`src/rtl/hazard_unit.sv`:
```
// hazard_unit: operand forwarding, load-use stall and R15-write drain control for the 5-stage core.
// Build macro HAZARD_PERF_EN adds PerfClr plus saturating StallCount/FlushCount counters.
module hazard_unit #(
  parameter int RW     = 4,
  parameter int PC_REG = 15,
  parameter int PERF_W = 32
) (
  input  logic              clk,
  input  logic              reset,
  input  logic [RW-1:0]     RA1D,
  input  logic [RW-1:0]     RA2D,
  input  logic [RW-1:0]     RA1E,
  input  logic [RW-1:0]     RA2E,
  input  logic [RW-1:0]     WA3E,
  input  logic [RW-1:0]     WA3M,
  input  logic [RW-1:0]     WA3W,
  input  logic              RegWriteE,
  input  logic              RegWriteM,
  input  logic              RegWriteW,
  input  logic              MemtoRegE,
  input  logic              PCSD,
  input  logic              PCSrcE,
  input  logic              BranchTakenE,
  output logic [1:0]        ForwardAE,
  output logic [1:0]        ForwardBE,
  output logic              StallF,
  output logic              StallD,
  output logic              FlushD,
  output logic              FlushE,
`ifdef HAZARD_PERF_EN
  output logic              DrainBusy,
  input  logic              PerfClr,
  output logic [PERF_W-1:0] StallCount,
  output logic [PERF_W-1:0] FlushCount
`else
  output logic              DrainBusy
`endif
);

  localparam logic [RW-1:0] PC_IDX = RW'(PC_REG);

  // Each state names the pipeline stage currently holding the pending R15 write.
  typedef enum logic [1:0] {
    RUN     = 2'd0,
    DRAIN_E = 2'd1,
    DRAIN_M = 2'd2,
    DRAIN_W = 2'd3
  } drain_state_t;

  drain_state_t state_r;
  logic         ldstall_s;
  logic         pend_s;

  // Memory stage wins over Writeback; PC writes are never forwarded.
  function automatic logic [1:0] fwd_sel(
    input logic [RW-1:0] ra,
    input logic          rw_m,
    input logic [RW-1:0] wa_m,
    input logic          rw_w,
    input logic [RW-1:0] wa_w
  );
    logic [1:0] sel;
    if (rw_m && (wa_m == ra) && (wa_m != PC_IDX)) begin
      sel = 2'b10;
    end else if (rw_w && (wa_w == ra) && (wa_w != PC_IDX)) begin
      sel = 2'b01;
    end else begin
      sel = 2'b00;
    end
    return sel;
  endfunction

  // Hazard detection and the stall/flush/forward outputs; reset forces a flushed, idle pipeline.
  always_comb begin
    ldstall_s = MemtoRegE && RegWriteE && ((WA3E == RA1D) || (WA3E == RA2D));
    pend_s    = ((state_r == RUN) && PCSD) || (state_r == DRAIN_E) || (state_r == DRAIN_M);
    ForwardAE = 2'b00;
    ForwardBE = 2'b00;
    StallF    = 1'b0;
    StallD    = 1'b0;
    FlushD    = 1'b1;
    FlushE    = 1'b1;
    DrainBusy = 1'b0;
    if (!reset) begin
      ForwardAE = 2'b00;
      ForwardBE = 2'b00;
      StallF    = 1'b0;
      StallD    = 1'b0;
      FlushD    = 1'b1;
      FlushE    = 1'b1;
      DrainBusy = 1'b0;
    end else begin
      ForwardAE = fwd_sel(RA1E, RegWriteM, WA3M, RegWriteW, WA3W);
      ForwardBE = fwd_sel(RA2E, RegWriteM, WA3M, RegWriteW, WA3W);
      StallF    = ldstall_s || pend_s;
      StallD    = ldstall_s;
      FlushD    = pend_s || (state_r == DRAIN_W) || BranchTakenE;
      FlushE    = ldstall_s || BranchTakenE;
      DrainBusy = (state_r != RUN);
    end
  end

  // Drain FSM: a load-use stall or a taken branch defers entry, so the R15 write enters E only when D moves.
  always_ff @(posedge clk) begin
    if (!reset) begin
      state_r <= RUN;
    end else begin
      case (state_r)
        RUN: begin
          if (PCSD && !ldstall_s && !BranchTakenE) begin
            state_r <= DRAIN_E;
          end else begin
            state_r <= RUN;
          end
        end
        DRAIN_E: begin
          if (PCSrcE) begin
            state_r <= DRAIN_M;
          end else begin
            state_r <= RUN;
          end
        end
        DRAIN_M: state_r <= DRAIN_W;
        DRAIN_W: state_r <= RUN;
        default: state_r <= RUN;
      endcase
    end
  end

`ifdef HAZARD_PERF_EN
  function automatic logic [PERF_W-1:0] sat_inc(input logic [PERF_W-1:0] cnt, input logic en);
    logic [PERF_W-1:0] nxt;
    if (en && (cnt != {PERF_W{1'b1}})) begin
      nxt = cnt + {{(PERF_W-1){1'b0}}, 1'b1};
    end else begin
      nxt = cnt;
    end
    return nxt;
  endfunction

  // Performance counters: clear beats increment, both stick at all-ones.
  always_ff @(posedge clk) begin
    if (!reset || PerfClr) begin
      StallCount <= {PERF_W{1'b0}};
      FlushCount <= {PERF_W{1'b0}};
    end else begin
      StallCount <= sat_inc(StallCount, StallF);
      FlushCount <= sat_inc(FlushCount, FlushE);
    end
  end
`endif

endmodule
```
`config.mk`:
```
export PLATFORM = sky130hd
export DESIGN_NAME = hazard_unit
export DESIGN_NICKNAME = d
export VERILOG_FILES = /design/src/rtl/hazard_unit.sv
export SDC_FILE = /design/constraint.sdc
export NUM_CORES = 1
export LEC_CHECK = 0
export BUFFER_PORTS_ARGS = -buffer_cell sky130_fd_sc_hd__buf_2
export CORE_AREA = 2 2 40 42
export CTS_CLUSTER_DIAMETER = 80
export CTS_CLUSTER_SIZE = 16
export DETAILED_ROUTE_END_ITERATION = 7
export DIE_AREA = 0 0 42 44
export PLACE_DENSITY_LB_ADDON = 0.08
export SLEW_MARGIN = 20
export SYNTH_ARGS = -nofsm -noshare
export SYNTH_HDL_FRONTEND = slang
export SYNTH_SLANG_ARGS = --single-unit
```
`constraint.sdc`:
```
create_clock -name clk -period 1.2 [get_ports clk]
set_input_delay 0 -clock clk [delete_from_list [all_inputs] [get_ports clk]]
set_output_delay 0 -clock clk [all_outputs]
set_load 0.005 [all_outputs]
```
# ---- Word level (Yosys, flattened, before mapping)
# Cells that the tools add are included.
dict set report word_totals {
  output_inout_bits 9
  in_bits 37
  register_bits 2
}
dict set report classes {
  eq_ne 11
  muxes 14
  reduce_logical 24
}
# operator count
set op_table {}
lappend op_table {{4-bit equality test} 6}
lappend op_table {{1-bit logical AND} 13}
lappend op_table {{2-bit 2-to-1 mux} 5}
lappend op_table {{1-bit 2-to-1 mux} 8}
lappend op_table {{4-bit != test (second input constant)} 2}
lappend op_table {{2-bit one-hot mux with 4 select lines} 1}
lappend op_table {{1-bit logical OR} 7}
lappend op_table {{2-bit equality test (second input constant)} 2}
lappend op_table {{2-bit by 1-bit equality test with 1-bit output (second input constant)} 1}
lappend op_table {{1-bit logical NOT} 2}
lappend op_table {{2-bit logical NOT} 1}
lappend op_table {{2-bit nonzero test} 1}

# ---- Logic depth before layout (Yosys ltp)
dict set report logic_depth {
  word_depth 8
  depth_mapped 4
  ltp_nobuf 4
}

# ---- Least setup slack after synthesis
# Ideal clock, no wire load.
dict set report synth_timing {
  path_type {reg2reg}
  from {register (tool-made name)}
  to {register state_r[0]}
  synth_period_minus_slack_ns 0.866
  arrival_time_ns 0.770
  n_path_buf 0
  setup_slack_ns 0.334
  stages_incl_launch_ff 4
  path_cell_list {dfxtp_1 > nand3b_1 > a21oi_1 > nor4b_1}
}
# item line
set synth_rtl {}
lappend synth_rtl {{to (signal assigned)} 106} ;# state_r <= RUN;
lappend synth_rtl {{to (signal assigned)} 111} ;# state_r <= DRAIN_E;
lappend synth_rtl {{to (signal assigned)} 113} ;# state_r <= RUN;
lappend synth_rtl {{to (decl)} 50} ;# drain_state_t state_r;

# ---- Final worst setup path
dict set report layout_timing {
  from {register state_r[0]}
  to {output port StallF}
}
dict set report layout_via {
  elab_chain_len 6
  elab_cells_between_ends 8
}
# item line
set layout_lines {}
lappend layout_lines {{2-bit logical NOT} 76} ;# pend_s = ((state_r == RUN) && PCSD) || (state_r == DRAIN_E) || (state_r == DRAIN_M);
lappend layout_lines {{1-bit logical AND} 76}
lappend layout_lines {{1-bit logical OR} 76}
lappend layout_lines {{1-bit logical OR *} 76}
lappend layout_lines {{1-bit logical OR *} 95} ;# StallF = ldstall_s || pend_s;
lappend layout_lines {{1-bit 2-to-1 mux *} 84} ;# if (!reset) begin
lappend layout_lines {{to (decl)} 26} ;# output logic StallF,
# Mark *: on every way between the ends. The rest lies on a longest branch, timed or not.

==> impl_metrics.toml <==
[clocking]
tritoncts.num_buffers = 3
insertion_delay_ns = 0.22
cts_num_sinks = 2
root_buffer = "clkbuf_4"
cts_tree = "done"
path_clk_slew_ns = 0.03
cts_max_level = 1
cts.path.max_buffers = 2
hold_buffers = 0

[sta]
timing.fmax_mhz = 929
max_slew.worst_pin.slew_ns = 0.209
timing.final.max_slew_violations = 0
relSlewSlack_pct = 85.9
timing.final.crit_share_pct = 89.7
final_setup_violation_count = 0
finalClockSkew_ns = 0.000725
fin_setup_tns_ns = 0
final_hold_viol_count = 0
finalWorstPathRequiredPeriod_ns = 1.08
unrepaired_setup_endpoints_after_global_routing = "no"

[final_layout]
final_nets = 146
final_common_cell = "buf_2"
final_core_utilization_pct = 50.9
commonest_non_fill_non_tap_cells_in_the_layout = "45 x buf_2, 24 x xnor2_1, 8 x nand4_1"
fin_cells = 123
areaGrowthSynthToFinish_pct = 59.8
post-route-cell-area_um2 = 722
drive_gt1_share_pct = 48.6
n_antenna_cell = 0

[logic_synthesis]
postSynthAreaPerCell_um2 = 7.53
synthesis.nets = 97
synth.cell_area_um2 = 452
syn-instance-count = 60
synth.top_cells.by_area = "xnor2_1 47%, nand4_1 11%, dfxtp_1 8.9%"
ys_ff_latch = 2
ys_seq_area_share_pct = 8.86
post-synth-top-area-cell = "xnor2_1"
synth.top_cell.area_share_pct = 46.5
ys.warnings.count = 0
synth.lib_cells_used.distinct = 18

[detailed_routing]
drt_wl_total_um = 1230
detail_route.wl_per_cell_um = 9.98
postRouteAntennaNets = 0
drtPass1Iterations = 4
remaining_drc_errors = 0
viasPerCell = 4.79
dr.first_iter.drc_count = 3
dr_total_vias = 589

[floorplan]
die_area_mm2 = 0.00185
rows = 14
floorplan.die.width_um = 42
top_level_ports = 46
floorplan.core_area_mm2 = 0.00142
start_util_pct = 31.8
vertical_extent_of_the_die_um = 44

[worst_setup_path]
critical_path_peak_fanout = 6
worst-endpoint-required_ns = 1.20
worst-setup-path-type = "flip-flop to output port"
critPathMaxStageDelay_ns = 0.34
timing.critical_path.to_type = "output port"
setup.worst_path.start_class = "flip-flop"
cp_cell_sequence = "nor3_2 -> a21oi_1 -> o21a_1 -> buf_2"
crit_arrival_ns = 1.08
cp_slowest_cell = "dfxtp_2"

[global_routing]
global_route_wire_length_before_repair_um = 2080
initial_antenna_violation_count = 0
grt.overflow.total = 0
first_global_vias = 527
grtUsageTotal_pct = 14.5
grt_max_degree = 11

[placement]
placed_cell_area_um2 = 693
dpl.cell_count = 120
gp_routability_congestion = 0.713
dp_hpwl_um = 1100
numPortBuffers = 45

[pwr]
p_per_area_mw_per_mm2 = 600
p_total_mw = 0.433
highest_ir_drop_seen_on_vdd_mv = 0.308
power.static_leakage_nw = 0.323

[min_path]
worst_hold_check_path_type = "input pin to flip-flop"

[flow_run]
maxCapViolCount = 0

[status]
status = "finished, final reports clean"
==> cell families (layout without fill, tap and decap cells) <==
family	Yosys count	count (layout)	synth area share, %
AO/OA/AOI/OAI	6	6	8.59
XOR/XNOR	24	24	46.5
buffers and inverters	2	49	1.66
flip-flops	2	2	8.86
multiplexers	1	1	2.22
AND/OR/NAND/NOR	25	25	32.1
==> worst max-delay path, delay by kind of cell, from the launching register on <==
kind | cells | cell delay (ns)
buf+inv | 1 | 0.12
compound gates | 2 | 0.23
flops | 1 | 0.34
simple gates | 1 | 0.18
==> final timing paths <==
check                         from                    end  slack, ns  depth (start not counted)
max          state_r[0]$_SDFF_PN0_                 StallF       0.12                          4
min reg2reg  state_r[0]$_SDFF_PN0_  state_r[0]$_SDFF_PN0_       0.48                          1
max reg2reg              flip-flop  state_r[0]$_SDFF_PN0_       0.25                          3
min                          reset              flip-flop       0.11                          2
==> cell usage after synthesis <==
library cell and number:
mux2i_1 1, nand4_1 8, or3b_1 1, nand2_1 3, and2_1 3, nor3_1 3
and2_2 1, inv_1 1, nand3b_1 1, dfxtp_1 2, a21oi_1 3, a21oi_2 1
nor2_1 2, clkbuf_1 1, o21a_1 2, xnor2_1 24, nor4b_1 1, nand3_1 2
==> where the power goes <==
part / total [mW] / switching [mW] / internal (mW) / leakage, nW
clock: 0.144 / 0.0337 / 0.110 / 0.0138
combinational: 0.213 / 0.0916 / 0.121 / 0.293
sequential: 0.0765 / 0.00550 / 0.0710 / 0.0167
total: 0.433 / 0.131 / 0.302 / 0.323
==> per-stage QoR <==
step                      hold WS, ns  setup slack (ns)
final                           0.106             0.124
after global routing            0.118            0.0327
after CTS                       0.111            0.0232
after detailed placement        0.274             0.267
after global placement          0.268             0.260
after floorplan                0.0924             0.334
==> per-layer routing <==
layer | wire length [um] | share of wire [%] | vias to the layer above | global-route usage, %
li1 | - | - | 307 | -
met1 | 469 | 38 | 253 | 15.2
met2 | 631 | 51 | 27 | 26.6
met3 | 114 | 9.3 | 2 | 3.75
met4 | 12 | 0.98 | 0 | 7.74
met5 | 0 | 0 | - | 0
==> layout make-up <==
| cell class | count | area (um2) |
|---|---|---|
| Tap cell | 16 | 20.0 |
| Inverter | 1 | 3.75 |
| Fill cell | 167 | 697 |
| Timing Repair Buffer | 45 | 225 |
| Sequential cell | 2 | 41.3 |
| Multi-Input combinational cell | 56 | 409 |
| Clock buffer | 3 | 22.5 |
==> what timing repair did <==
action | 4_1_cts | 5_1_grt
resized for setup | 0 | 2
buffers inserted | 0 | 0
endpoints found under the setup margin | 0 | 1
No activity file was read; power rests on OpenSTA's default activity.
